## src/rtl/debounce_multi_pkg.sv

```systemverilog
// Shared constants and sizing helpers for the multi-channel debouncer.
// Auto-repeat is built only when DEBOUNCE_MULTI_REPEAT_EN is defined.
package debounce_multi_pkg;

  localparam int DEF_N_CH         = 4;
  localparam int DEF_CLK_FREQ_KHZ = 100_000;
  localparam int DEF_DEBOUNCE_MS  = 1;
  localparam int DEF_THRESHOLD    = DEF_CLK_FREQ_KHZ * DEF_DEBOUNCE_MS;
  localparam int DEF_REPEAT_DELAY = DEF_CLK_FREQ_KHZ * 500;
  localparam int DEF_REPEAT_PERIOD = DEF_CLK_FREQ_KHZ * 100;

  // Auto-repeat phase: waiting for the long initial hold, then periodic.
  typedef enum logic {
    RPT_FIRST    = 1'b0,
    RPT_PERIODIC = 1'b1
  } rpt_phase_e;

  // Bits needed for a counter that runs 0 .. limit-1.
  function automatic int cnt_width(input int limit);
    return (limit <= 2) ? 1 : $clog2(limit);
  endfunction

  function automatic int max2(input int a, input int b);
    return (a > b) ? a : b;
  endfunction

endpackage

```

## src/rtl/debounce_multi_if.sv

```systemverilog
// Button bundle between raw switch inputs and the debounced consumer.
// master drives the raw inputs; slave is the debouncer producing levels and pulses.
interface debounce_multi_if #(
  parameter int N_CH = 4
);

  logic [N_CH-1:0] src;
  logic [N_CH-1:0] dst;
  logic [N_CH-1:0] rise;
  logic [N_CH-1:0] fall;
  logic [N_CH-1:0] rpt;

  modport master (
    output src,
    input  dst,
    input  rise,
    input  fall,
    input  rpt
  );

  modport slave (
    input  src,
    output dst,
    output rise,
    output fall,
    output rpt
  );

endinterface

```

## src/rtl/debounce_multi_chan.sv

```systemverilog
// One debounce channel: 2-flop synchroniser, stability counter, level, edge pulses.
// Optional auto-repeat on long holds when DEBOUNCE_MULTI_REPEAT_EN is defined.
module debounce_chan
  import debounce_multi_pkg::*;
#(
  parameter int   THRESHOLD     = DEF_THRESHOLD,
  parameter logic RESET_LEVEL   = 1'b0,
  parameter int   REPEAT_DELAY  = DEF_REPEAT_DELAY,
  parameter int   REPEAT_PERIOD = DEF_REPEAT_PERIOD
) (
  input  logic clk,
  input  logic rst_n,
  input  logic src,
  output logic dst,
  output logic rise,
  output logic fall,
  output logic rpt
);

  localparam int            CW       = cnt_width(THRESHOLD);
  localparam logic [CW-1:0] CNT_LAST = CW'(THRESHOLD - 1);

  logic          sync_p0;
  logic          sync_p1;
  logic [CW-1:0] cnt;
  logic          lvl_p2;
  logic          dst_p3;
  logic          dst_d_p4;
  logic          rise_p4;
  logic          fall_p4;

  always_ff @(posedge clk or negedge rst_n) begin
    if (!rst_n) begin
      sync_p0  <= RESET_LEVEL;
      sync_p1  <= RESET_LEVEL;
      cnt      <= '0;
      lvl_p2   <= RESET_LEVEL;
      dst_p3   <= RESET_LEVEL;
      dst_d_p4 <= RESET_LEVEL;
      rise_p4  <= 1'b0;
      fall_p4  <= 1'b0;
    end else begin
      // p0/p1: metastability filter on the raw asynchronous input
      sync_p0 <= src;
      sync_p1 <= sync_p0;

      // p2: accepted level flips only after THRESHOLD consecutive disagreeing samples
      if (sync_p1 == lvl_p2) begin
        cnt <= '0;
      end else if (cnt == CNT_LAST) begin
        lvl_p2 <= ~lvl_p2;
        cnt    <= '0;
      end else begin
        cnt <= cnt + 1'b1;
      end

      // p3: registered debounced output
      dst_p3 <= lvl_p2;

      // p4: edge pulses one cycle after the output level changes
      dst_d_p4 <= dst_p3;
      rise_p4  <= dst_p3 & ~dst_d_p4;
      fall_p4  <= ~dst_p3 & dst_d_p4;
    end
  end

  assign dst  = dst_p3;
  assign rise = rise_p4;
  assign fall = fall_p4;

`ifdef DEBOUNCE_MULTI_REPEAT_EN
  localparam int            HW       = cnt_width(max2(REPEAT_DELAY, REPEAT_PERIOD));
  localparam logic [HW-1:0] DLY_LAST = HW'(REPEAT_DELAY - 1);
  localparam logic [HW-1:0] PER_LAST = HW'(REPEAT_PERIOD - 1);

  logic [HW-1:0] hold;
  rpt_phase_e    phase;
  logic          rpt_p4;

  // Gating on lvl_p2 as well as dst_p3 kills a pending pulse on the edge the output falls.
  always_ff @(posedge clk or negedge rst_n) begin
    if (!rst_n) begin
      hold   <= '0;
      phase  <= RPT_FIRST;
      rpt_p4 <= 1'b0;
    end else if (!(dst_p3 && lvl_p2)) begin
      hold   <= '0;
      phase  <= RPT_FIRST;
      rpt_p4 <= 1'b0;
    end else if (hold == ((phase == RPT_FIRST) ? DLY_LAST : PER_LAST)) begin
      hold   <= '0;
      phase  <= RPT_PERIODIC;
      rpt_p4 <= 1'b1;
    end else begin
      hold   <= hold + 1'b1;
      rpt_p4 <= 1'b0;
    end
  end

  assign rpt = rpt_p4;
`else
  assign rpt = 1'b0;
`endif

endmodule

```

## src/rtl/debounce_multi.sv

```systemverilog
// N-channel debouncer / edge detector: one independent debounce_chan per input bit.
// Define DEBOUNCE_MULTI_REPEAT_EN to add per-channel auto-repeat pulses.
module debounce_multi
  import debounce_multi_pkg::*;
#(
  parameter int   N_CH          = DEF_N_CH,
  parameter int   CLK_FREQ_KHZ  = DEF_CLK_FREQ_KHZ,
  parameter int   DEBOUNCE_MS   = DEF_DEBOUNCE_MS,
  parameter int   THRESHOLD     = CLK_FREQ_KHZ * DEBOUNCE_MS,
  parameter logic RESET_LEVEL   = 1'b0,
  parameter int   REPEAT_DELAY  = CLK_FREQ_KHZ * 500,
  parameter int   REPEAT_PERIOD = CLK_FREQ_KHZ * 100
) (
  input  logic              clk,
  input  logic              rst_n,
  debounce_multi_if.slave   bus
);

  for (genvar i = 0; i < N_CH; i++) begin : g_chan
    debounce_chan #(
      .THRESHOLD     (THRESHOLD),
      .RESET_LEVEL   (RESET_LEVEL),
      .REPEAT_DELAY  (REPEAT_DELAY),
      .REPEAT_PERIOD (REPEAT_PERIOD)
    ) u_chan (
      .clk   (clk),
      .rst_n (rst_n),
      .src   (bus.src[i]),
      .dst   (bus.dst[i]),
      .rise  (bus.rise[i]),
      .fall  (bus.fall[i]),
      .rpt   (bus.rpt[i])
    );
  end

endmodule
```

## src/flat_wrapper.sv

```systemverilog
// flat-port wrapper written by rule: the top's interface ports become plain ports
module debounce_multi_flat import debounce_multi_pkg::*;
#(
  parameter int   N_CH          = DEF_N_CH,
  parameter int   CLK_FREQ_KHZ  = DEF_CLK_FREQ_KHZ,
  parameter int   DEBOUNCE_MS   = DEF_DEBOUNCE_MS,
  parameter int   THRESHOLD     = CLK_FREQ_KHZ * DEBOUNCE_MS,
  parameter logic RESET_LEVEL   = 1'b0,
  parameter int   REPEAT_DELAY  = CLK_FREQ_KHZ * 500,
  parameter int   REPEAT_PERIOD = CLK_FREQ_KHZ * 100
)
  (clk, rst_n, bus_src, bus_dst, bus_rise, bus_fall, bus_rpt);
  debounce_multi_if #(.N_CH(N_CH)) bus_i ();
  input  logic clk;
  input  logic rst_n;
  input wire logic [$bits(bus_i.src)-1:0] bus_src;
  output wire logic [$bits(bus_i.dst)-1:0] bus_dst;
  output wire logic [$bits(bus_i.rise)-1:0] bus_rise;
  output wire logic [$bits(bus_i.fall)-1:0] bus_fall;
  output wire logic [$bits(bus_i.rpt)-1:0] bus_rpt;
  assign bus_i.src = bus_src;
  assign bus_dst = bus_i.dst;
  assign bus_rise = bus_i.rise;
  assign bus_fall = bus_i.fall;
  assign bus_rpt = bus_i.rpt;
  debounce_multi #(.N_CH(N_CH), .CLK_FREQ_KHZ(CLK_FREQ_KHZ), .DEBOUNCE_MS(DEBOUNCE_MS), .THRESHOLD(THRESHOLD), .RESET_LEVEL(RESET_LEVEL), .REPEAT_DELAY(REPEAT_DELAY), .REPEAT_PERIOD(REPEAT_PERIOD)) u_core (.clk(clk), .rst_n(rst_n), .bus(bus_i));
endmodule
```

## config.mk

```make
export PLATFORM = sky130hd
export DESIGN_NAME = debounce_multi_flat
export DESIGN_NICKNAME = d
export VERILOG_FILES = /design/src/rtl/debounce_multi_pkg.sv /design/src/rtl/debounce_multi_if.sv /design/src/rtl/debounce_multi_chan.sv /design/src/rtl/debounce_multi.sv /design/src/flat_wrapper.sv
export SDC_FILE = /design/constraint.sdc
export NUM_CORES = 1
export LEC_CHECK = 0
export BUFFER_PORTS_ARGS = -buffer_cell sky130_fd_sc_hd__buf_2
export CAP_MARGIN = 20
export CORE_ASPECT_RATIO = 0.6
export CORE_MARGIN = 10
export CORE_UTILIZATION = 54
export DETAILED_ROUTE_END_ITERATION = 10
export PLACE_DENSITY = 0.81
export SKIP_LAST_GASP = 1
export SLEW_MARGIN = 20
export SYNTH_ARGS = -nofsm -noshare
export SYNTH_HDL_FRONTEND = slang
export SYNTH_SLANG_ARGS = --single-unit
```

## constraint.sdc

```tcl
create_clock -name clk -period 3.35 [get_ports clk]
set_clock_uncertainty 0.05 [all_clocks]
set_input_delay 0.67 -clock clk [delete_from_list [all_inputs] [get_ports clk]]
set_output_delay 0.67 -clock clk [all_outputs]
set_load 0.02 [all_outputs]
```

==> results of run 1 <==
cell type report:
class,instances,area [um2],area share [%]
Clock buffer,12,246.5,5.263
Clock inverter,3,42.54,0.9084
Inverter,12,45.04,0.9618
Multi-Input combinational cell,277,1697,36.23
Sequential cell,96,2402,51.30
Tap cell,108,135.1,2.885
Timing Repair Buffer,19,115.1,2.458
cells by family (layout without fill, tap and decap cells):
| group | Yosys count | in the layout | share of synthesized area, % |
|---|---|---|---|
| mux | 4 | 4 | 1.046 |
| buf+inv | 35 | 46 | 5.029 |
| other cells | 1 | 4 | 0.08713 |
| simple gates | 196 | 196 | 23.14 |
| xor+xnor | 62 | 62 | 12.62 |
| fa+ha+maj | 4 | 4 | 1.163 |
| compound gates | 7 | 7 | 1.105 |
| flops | 96 | 96 | 55.81 |
synth_stat cells (2+ instances only):
cell        n
nand3_1    21
and4_1      4
xor2_1     19
or3_1       2
nand4_1    24
nand2_1    18
or4_1       2
nand4bb_1   2
buf_4      16
nor2b_1     8
mux2_2      4
nor4_1     20
and2_1      2
xnor2_1    43
a21oi_1     2
nor2_1     71
ha_1        4
nor3_1     15
a41o_1      2
dfrtp_1    96
inv_1      12
clkbuf_1    4
worst max-delay path by stage:
| stage | end | from | cells after the start |
|---|---|---|---|
| 4_1_cts | u_core.g_chan[3].u_chan.cnt[6]$_DFF_PN0_ | u_core.g_chan[3].u_chan.cnt[0]$_DFF_PN0_ | 5 |
| 2_1_floorplan | u_core.g_chan[3].u_chan.cnt[10]$_DFF_PN0_ | u_core.g_chan[3].u_chan.cnt[5]$_DFF_PN0_ | 6 |
| 3_3_place_gp | u_core.g_chan[0].u_chan.cnt[10]$_DFF_PN0_ | u_core.g_chan[0].u_chan.cnt[0]$_DFF_PN0_ | 6 |
| 3_5_place_dp | u_core.g_chan[3].u_chan.cnt[16]$_DFF_PN0_ | u_core.g_chan[3].u_chan.cnt[0]$_DFF_PN0_ | 5 |
| 6_report | u_core.g_chan[3].u_chan.cnt[6]$_DFF_PN0_ | u_core.g_chan[3].u_chan.cnt[0]$_DFF_PN0_ | 5 |
| 5_1_grt | u_core.g_chan[3].u_chan.cnt[13]$_DFF_PN0_ | u_core.g_chan[3].u_chan.cnt[0]$_DFF_PN0_ | 5 |
state kept, by name (all words and copies together) (netlist names):
signal	flops
u_core.g_chan.u_chan.rise	4
u_core.g_chan.u_chan.dst_d_p4	4
u_core.g_chan.u_chan.lvl_p2	4
u_core.g_chan.u_chan.fall	4
u_core.g_chan.u_chan.sync_p1	4
u_core.g_chan.u_chan.dst	4
u_core.g_chan.u_chan.cnt	68
u_core.g_chan.u_chan.sync_p0	4
layer usage:
layer,up-vias,global-route usage [%],share of wire (%)
met2,59,19.69,44
met5,-,0,0
met3,9,4.658,5.1
met4,0,5.058,0.98
li1,1383,-,-
met1,1397,19.17,49
power by group through the flow:
| stage | registers [mW] | clock network, mW | logic, mW |
|---|---|---|---|
| 4_1_cts | 1.19 | 1.03 | 0.0753 |
| 2_1_floorplan | 1.21 | 0 | 0.0457 |
| 5_1_grt | 1.19 | 1.08 | 0.0855 |
| 6_report | 1.19 | 1.01 | 0.0727 |
| 3_5_place_dp | 1.21 | 0 | 0.0748 |
| 3_3_place_gp | 1.21 | 0 | 0.0731 |
through the flow:
stage / instances / instance area, um2 / hold WS (ns)
2_1_floorplan: 408 / 4315 / 0.2812
5_1_grt: 527 / 4683 / 0.1399
3_5_place_dp: 512 / 4394 / 0.2889
4_1_cts: 527 / 4683 / 0.1283
3_3_place_gp: 512 / 4394 / 0.2856
6_report: 527 / 4683 / 0.1277
==> out/metrics.cfg, run 1 <==
[power]
intPower_mw = 1.790
p_seq_share_pct = 52.3
switching_share_pct = 21.48
power_density_nw_per_um2 = 486.7
fin_total_pwr_mw = 2.279
leakage_nw = 1.994
comb_power_share_pct = 3.2
switching_power_uw = 489.7
ir_worst_vdd_mv = 0.3206
pwr-share-clk_pct = 44.5

[die]
row_count = 25
fp.dieH_um = 89.16
pin_count = 22
design.die.area_um2 = 12060
start_util_pct = 55.04
core_um2 = 7820
fp.dieW_um = 135.3

[setup_path]
crit_slowest_cell = or4_4
r2r_start = u_core.g_chan[3].u_chan.cnt[0]$_DFF_PN0_
cp-start-kind = flop
path_cells = ha_1, nand4_1, or4_4, nand2b_2, nor2_1
crit_path_max_fanout = 16
r2r-end = u_core.g_chan[3].u_chan.cnt[6]$_DFF_PN0_
crit_type = reg -> reg
crit_required_ns = 3.53
end_kind = flop
r2r_cells = 5
worst-path-buf-inv = 0
reg2reg_slack_ns = 1.28
max_stage_delay_ns = 0.63
critPathTopFamily = simple AND/OR/NAND/NOR gates
critPathArrivalTime_ns = 2.25

[routing]
drc = 0
drt_wl_total_um = 7573
firstDrtPassIters = 5
wire_per_inst_um = 14.37
viasPerCell = 5.404
drtIter0Drc = 229
via_count = 2848
ant_nets = 0

[global_routing]
grt_pass1_wl_um = 13320
antenna_found_initial = 0
grt-ovfl-total = 0
first_global_vias = 2744
grt_use_total_pct = 13.84
grt_max_degree = 81

[cts]
postCtsSetupRepairBufs = 0
clock-root-buffer = clkbuf_16
holdBufCountCts = 0
cts_resized = 0
htree_levels = 3
cts_inserted_buffers = 9
clkSlewWorstSetupHoldPaths_ns = 0.06
clockBufferDepth = 2
cts_sinks = 96
clk_latency_ns = 0.35
cts_tree = yes

[logic_synthesis]
syn_area_per_cell_um2 = 10.63
yosysUniqueCellTypes = 36
seq_area_frac_synth_pct = 55.81
synth_top_area_share_pct = 55.81
syn_inst = 405
synth_seq_cells = 96
ys_top_cells_by_area = dfrtp_1 56%, xnor2_1 8.8%, nor2_1 6.2%
synth_warnings = 0
async_flop_share_pct = 100.0
synth_top_cell_by_area = dfrtp_1
synth_edf_count = 0
synth_ff_type = dfrtp_1
netlist_area_um2 = 4304

[cells_and_area]
area_growth_pct = 8.808
final_nets = 425
layout_commonest_cell = dfrtp_1
mostFrequentLayoutCells = 96 x dfrtp_1, 71 x nor2_1, 43 x xnor2_1
layout-drive-gt1-share_pct = 9.308
fillers = 647
diodes = 0
final_util_pct = 59.89

[sta]
hold_viol_final = 0
period_share_pct = 61.86
fin_setup_tns_ns = 0
max_freq_ghz = 0.4825
rsz0062_at_grt = false
relSlewSlack_pct = 63.81
final_max_slew_viol_count = 0
worst_slack_ns = 1.278
fin_crit_ns = 2.072
finalSetupViolCount = 0
worst_pin_slew_ns = 0.5428

[place]
portBuffers = 17
pre_cts_slack_ns = 1.293
place_hpwl_um = 5015
gp_congestion = 0.8689

[run_status]
status = finished, final reports clean

[flow_run]
drv_cap = 0

[worst_hold_path]
holdCritPathClass = in -> async

Note: power is estimated with default switching activity, not from simulation.
==> run 2: changes to the inputs <==
==> constraint.sdc (replaced) <==
create_clock -name clk -period 2 [get_ports clk]
set_clock_uncertainty 0.05 [all_clocks]
set_input_delay 0.4 -clock clk [delete_from_list [all_inputs] [get_ports clk]]
set_output_delay 0.4 -clock clk [all_outputs]
set_load 0.02 [all_outputs]
==> run 2 against run 1 <==
Net effect:
- clock-buffer cell count unchanged
- maximum frequency increased by 6.2%
- utilization increased by 1.6 points
- register-to-register slack got worse by 1.2 ns
- clock power increased by 81%
- global-route usage decreased by 0.16 points
- critical path type unchanged
==> out/metrics.cfg, run 2 (same netlist as run 1, synthesis figures left out) <==
[run_status]
status = finished, final reports clean

[place]
place_hpwl_um = 5123  ; +2.2%
portBuffers = 17  ; unchanged
pre_cts_slack_ns = -0.01957  ; -1.312 ns
gp_congestion = 0.8445  ; -2.8%
place_area_um2 = 4474  ; +1.8%

[power]
switching_share_pct = 20.08  ; -1.4 points
pwr-share-clk_pct = 46.1  ; +1.6 points
switching_power_uw = 796.6  ; +63%
power_density_nw_per_um2 = 824.6  ; +69%
intPower_mw = 3.170  ; +77%
p_seq_share_pct = 50.4  ; -1.9 points
ir_worst_vdd_mv = 0.6037  ; +88%
comb_power_share_pct = 3.5  ; +0.3 points
leakage_nw = 2.073  ; +4.0%

[cells_and_area]
largest_register_ffs = 68  ; unchanged
seq_area_um2 = 2402  ; unchanged
area_growth_pct = 11.77
fillers = 643  ; -0.62%
design_area_um2 = 4811  ; +2.7%
regMostFlops = u_core.g_chan.u_chan.cnt
multi_input_area_um2 = 1702  ; +0.29%
diodes = 0  ; unchanged
layout-drive-gt1-share_pct = 11.42  ; +2.1 points
final_nets = 435  ; +2.4%
layout_commonest_cell = dfrtp_1
mostFrequentLayoutCells = 96 x dfrtp_1, 71 x nor2_1, 43 x xnor2_1

[cts]
clkSlewWorstSetupHoldPaths_ns = 0.06  ; about the same
clk_latency_ns = 0.34  ; about the same
clock-root-buffer = clkbuf_16
cts_tree = yes
cts_inserted_buffers = 9  ; unchanged
postCtsSetupRepairBufs = 0  ; unchanged
htree_levels = 3  ; unchanged
clockBufferDepth = 2  ; unchanged
cts_sinks = 96  ; unchanged

[sta]
hold_viol_final = 0  ; unchanged
worst_slack_ns = 0.04766  ; -1.230 ns
period_share_pct = 97.62  ; +36 points
finalSetupViolCount = 0  ; unchanged
fin_setup_tns_ns = 0  ; unchanged
fin_crit_ns = 1.952  ; -0.1201 ns
hold_slack_ns = 0.1133  ; -0.01445 ns
final_max_slew_viol_count = 0  ; unchanged
max_freq_ghz = 0.5122  ; +6.2%
rsz0062_at_grt = false

[routing]
via_count = 2879  ; +1.1%
viasPerCell = 5.361  ; -0.79%
drtIter0Drc = 180  ; -21%
drt_wl_total_um = 7560  ; -0.17%
wire_per_inst_um = 14.08  ; -2.0%
firstDrtPassIters = 4  ; -1
drc = 0  ; unchanged
ant_nets = 0  ; unchanged

[setup_path]
r2r-end = u_core.g_chan[3].u_chan.lvl_p2$_DFFE_PN0P_
reg2reg_slack_ns = 0.05  ; -1.23 ns
cp_num_cells = 3  ; -2
crit_path_start = u_core.g_chan[3].u_chan.cnt[13]$_DFF_PN0_
r2r_start = u_core.g_chan[3].u_chan.cnt[13]$_DFF_PN0_
crit_type = reg -> reg
crit_path_max_fanout = 4  ; -12
critPathTopFamily = simple AND/OR/NAND/NOR gates
endpoint = u_core.g_chan[3].u_chan.lvl_p2$_DFFE_PN0P_
crit_slowest_cell = or4b_1
path_cells = or4b_1, or4_4, mux2_2
critPathArrivalTime_ns = 2.13  ; -0.12 ns
cp-start-kind = flop
r2r_cells = 3  ; -2
crit_required_ns = 2.17  ; -1.36 ns
end_kind = flop
max_stage_delay_ns = 0.55  ; -0.08 ns
worst-path-buf-inv = 0  ; unchanged

[die]
row_count = 25  ; unchanged
fp.dieH_um = 89.16  ; unchanged
design.die.area_um2 = 12060  ; unchanged
pin_count = 22  ; unchanged
start_util_pct = 55.04  ; unchanged
core_um2 = 7820  ; unchanged
fp.dieW_um = 135.3  ; unchanged

[global_routing]
grt-ovfl-total = 0  ; unchanged
antenna_found_initial = 0  ; unchanged
grt_max_degree = 44  ; -46%
grt_pass1_wl_um = 13340  ; +0.16%
first_global_vias = 2862  ; +4.3%
grt_use_total_pct = 13.68  ; -0.16 points

[worst_hold_path]
holdCritPathClass = in -> reg

[flow_run]
drv_cap = 0  ; unchanged

-- run 2: cell count changes in the layout (fill, tap and decap cells not counted), sizes merged --
cell | before | now
buf | 19 | 28
bufinv | 1 | 2
clkinvlp | 1 | 0
dlygate4sd3 | 0 | 1
-- run 2: per-layer routing --
metal / wire length, um / vias up / part of all wire [%] / track usage (%)
met3: 434 / 11 / 5.7 / 4.545
met2: 3483 / 65 / 46 / 21.24
met1: 3553 / 1395 / 47 / 17.57
li1: - / 1408 / - / -
met4: 89 / 0 / 1.2 / 5.058
met5: 0 / - / 0 / 0
-- run 2: worst min-delay path by stage --
stage	startpoint	endpoint	slack, ns	cells past startpoint
5_1_grt	bus_src[2]	u_core.g_chan[2].u_chan.sync_p0$_DFF_PN0_	0.10	1
4_1_cts	bus_src[2]	u_core.g_chan[2].u_chan.sync_p0$_DFF_PN0_	0.10	1
2_1_floorplan	rst_n	u_core.g_chan[0].u_chan.cnt[0]$_DFF_PN0_	0.05	0
6_report	bus_src[2]	u_core.g_chan[2].u_chan.sync_p0$_DFF_PN0_	0.11	1
3_5_place_dp	rst_n	u_core.g_chan[0].u_chan.cnt[2]$_DFF_PN0_	0.23	1
3_3_place_gp	rst_n	u_core.g_chan[0].u_chan.cnt[2]$_DFF_PN0_	0.22	1
-- run 2: what timing repair did --
action,in CTS,in global routing
gates resized for setup,1,0
endpoints found under the setup margin,16,0
hold endpoints to repair,13,0
hold buffers,1,0
-- run 2: cell type report --
cell class | count | share of cell area [%]
multi-input cells | 277 | 35.37
inverters | 12 | 0.9363
repair buffers | 29 | 4.265
well taps | 108 | 2.809
clock buffers | 12 | 5.332
flip-flops and latches | 96 | 49.93
clock inverters | 3 | 1.352
-- run 2: power by group through the flow --
stage | Clock (mW) | Combinational, mW | Sequential, mW
6_report | 1.83 | 0.137 | 2.00
5_1_grt | 1.94 | 0.161 | 2.00
4_1_cts | 1.87 | 0.141 | 2.00
3_5_place_dp | 0 | 0.137 | 2.03
3_3_place_gp | 0 | 0.134 | 2.03
2_1_floorplan | 0 | 0.0765 | 2.03
-- run 2: metrics by stage --
step,cells,utilization [%],power [mW]
2_1_floorplan,408,-,2.105
3_3_place_gp,521,57.22,2.167
3_5_place_dp,521,57.22,2.171
4_1_cts,537,61.52,4.012
5_1_grt,537,61.52,4.108
6_report,537,61.52,3.967
==> run 3: changes to the inputs <==
==> constraint.sdc (replaced) <==
create_clock -name clk -period 1.95 [get_ports clk]
set_clock_uncertainty 0.05 [all_clocks]
set_input_delay 0.39 -clock clk [delete_from_list [all_inputs] [get_ports clk]]
set_output_delay 0.39 -clock clk [all_outputs]
set_load 0.02 [all_outputs]
==> run 3 against run 2 <==
Net effect:
- die area did not move
- worst setup slack better by 0.048 ns
- global-route usage rose by 0.96 points
- final cell count up 1.3%
- non-clock buffer count is 6 higher
- worst hold slack got worse by 0.015 ns
- final area up 0.23%
- highest routed layer unchanged
==> out/metrics.cfg, run 3 (same netlist as run 1, synthesis figures left out) <==
[power]
power_density_nw_per_um2 = 820.3  ; -0.52%
leakage_nw = 2.080  ; +0.38%
ir_worst_vdd_mv = 0.5498  ; -8.9%

[setup_path]
worst-path-buf-inv = 0  ; unchanged
crit_path_start = u_core.g_chan[3].u_chan.cnt[5]$_DFF_PN0_
endpoint = u_core.g_chan[3].u_chan.lvl_p2$_DFFE_PN0P_
cp_num_cells = 3  ; unchanged
end_kind = flop
r2r-end = u_core.g_chan[3].u_chan.lvl_p2$_DFFE_PN0P_
path_cells = or4b_1, or4_4, mux2_2
crit_required_ns = 2.13  ; -0.04 ns
reg2reg_slack_ns = 0.1  ; +0.05 ns
crit_type = reg -> reg
r2r_cells = 3  ; unchanged
crit_slowest_cell = or4_4
critPathArrivalTime_ns = 2.04  ; -0.09 ns
crit_path_max_fanout = 2  ; -2
max_stage_delay_ns = 0.52  ; -0.03 ns
cp-start-kind = flop
critPathTopFamily = simple AND/OR/NAND/NOR gates
r2r_start = u_core.g_chan[3].u_chan.cnt[5]$_DFF_PN0_

[worst_hold_path]
holdCritPathClass = in -> reg
min_path_cells = 1  ; unchanged

[global_routing]
busiest_layer = met2
first_global_vias = 3006  ; +5.0%
antenna_found_initial = 0  ; unchanged
grtUsageMet3_pct = 4.545  ; unchanged
grt_use_total_pct = 14.64  ; +0.96 points
met1_usage_pct = 17.93  ; +0.36 points
grt_max_degree = 46  ; +4.5%
grt-ovfl-total = 0  ; unchanged
grt_pass1_wl_um = 14160  ; +6.1%
use_met2_pct = 23.49  ; +2.3 points

[sta]
hold_viol_final = 0  ; unchanged
final_max_slew_viol_count = 0  ; unchanged
worst_slack_ns = 0.09521  ; +0.04754 ns
fin_setup_tns_ns = 0  ; unchanged
fin_crit_ns = 1.855  ; -0.09754 ns
rsz0062_at_grt = false
finalSetupViolCount = 0  ; unchanged
max_freq_ghz = 0.5391  ; +5.3%
period_share_pct = 95.12  ; -2.5 points

[routing]
drt_wl_total_um = 7944  ; +5.1%
viasPerCell = 5.404  ; +0.80%
drtIter0Drc = 280  ; +56%
via_count = 2940  ; +2.1%
ant_nets = 0  ; unchanged
firstDrtPassIters = 4  ; unchanged
wire_per_inst_um = 14.60  ; +3.7%
drc = 0  ; unchanged

[cells_and_area]
largest_register_ffs = 68  ; unchanged
final_nets = 441  ; +1.4%
regMostFlops = u_core.g_chan.u_chan.cnt
layout_commonest_cell = dfrtp_1
fillers = 624  ; -3.0%
diodes = 0  ; unchanged
layout-drive-gt1-share_pct = 12.61  ; +1.2 points
area_growth_pct = 12.03
mostFrequentLayoutCells = 96 x dfrtp_1, 71 x nor2_1, 43 x xnor2_1

[place]
gp_congestion = 0.8614  ; +2.0%
pre_cts_slack_ns = 0.01580  ; +0.03538 ns
place_hpwl_um = 5585  ; +9.0%
portBuffers = 17  ; unchanged

[die]
fp.dieW_um = 135.3  ; unchanged
pin_count = 22  ; unchanged
design.die.area_um2 = 12060  ; unchanged
fp.dieH_um = 89.16  ; unchanged
start_util_pct = 55.04  ; unchanged
core_um2 = 7820  ; unchanged
row_count = 25  ; unchanged

[run_status]
status = finished, final reports clean

[cts]
clk_latency_ns = 0.34  ; about the same
cts_sinks = 96  ; unchanged
clockBufferDepth = 2  ; unchanged
htree_levels = 3  ; unchanged
clock-root-buffer = clkbuf_16
postCtsSetupRepairBufs = 0  ; unchanged
cts_inserted_buffers = 9  ; unchanged
cts_tree = yes
clkSlewWorstSetupHoldPaths_ns = 0.06  ; about the same

[flow_run]
drv_cap = 0  ; unchanged

[run 3: layer usage]
| layer | up-vias | share of wire (%) |
|---|---|---|
| met4 | 0 | 1.7 |
| li1 | 1414 | - |
| met3 | 12 | 4.3 |
| met2 | 43 | 47 |
| met1 | 1471 | 47 |
| met5 | - | 0 |
[run 3: what timing repair did]
item	CTS	global route
endpoints found under the setup margin	0	16
hold buffers	1	0
resized for setup	0	1
hold endpoints to repair	29	0
[run 3: area by class of cell]
type	instances	area, um2	area share (%)
well taps	108	135.1	2.802
clock buffers	12	246.5	5.112
multi-input cells	277	1702	35.29
clock inverters	4	53.80	1.116
flip-flops and latches	96	2402	49.82
inverters	12	45.04	0.9341
repair buffers	35	237.7	4.930
[run 3: through the flow]
step / power [mW] / hold WS, ns / utilization (%) / instances / instance area, um2
2_1_floorplan: 2.159 / 0.04441 / - / 408 / 4315
3_3_place_gp: 2.221 / 0.2877 / 57.63 / 527 / 4507
3_5_place_dp: 2.226 / 0.2863 / 57.63 / 527 / 4507
4_1_cts: 3.993 / 0.08407 / 61.60 / 544 / 4817
5_1_grt: 4.100 / 0.08837 / 61.66 / 544 / 4822
6_report: 3.956 / 0.09860 / 61.66 / 544 / 4822
[run 3: worst min-delay path by stage]
stage | end | slack, ns | start
global placement | u_core.g_chan[1].u_chan.sync_p1$_DFF_PN0_ | 0.29 | u_core.g_chan[1].u_chan.sync_p0$_DFF_PN0_
floorplan | u_core.g_chan[0].u_chan.cnt[0]$_DFF_PN0_ | 0.04 | rst_n
finish | u_core.g_chan[3].u_chan.sync_p0$_DFF_PN0_ | 0.1 | bus_src[3]
global route | u_core.g_chan[3].u_chan.sync_p0$_DFF_PN0_ | 0.09 | bus_src[3]
CTS | u_core.g_chan[3].u_chan.sync_p0$_DFF_PN0_ | 0.08 | bus_src[3]
detailed placement | u_core.g_chan[1].u_chan.sync_p1$_DFF_PN0_ | 0.29 | u_core.g_chan[1].u_chan.sync_p0$_DFF_PN0_
[run 3: power by group]
part	switching (mW)	total, mW	internal [mW]
logic	0.0940	0.140	0.0457
clock network	0.735	1.77	1.03
registers	0.0299	2.05	2.02
total	0.858	3.96	3.10
[run 3: worst reg2reg max path: stages (launching register included)]
cell and delay, ns:
dfrtp_1 0.39, or4b_1 0.50, or4_4 0.52, mux2_2 0.28
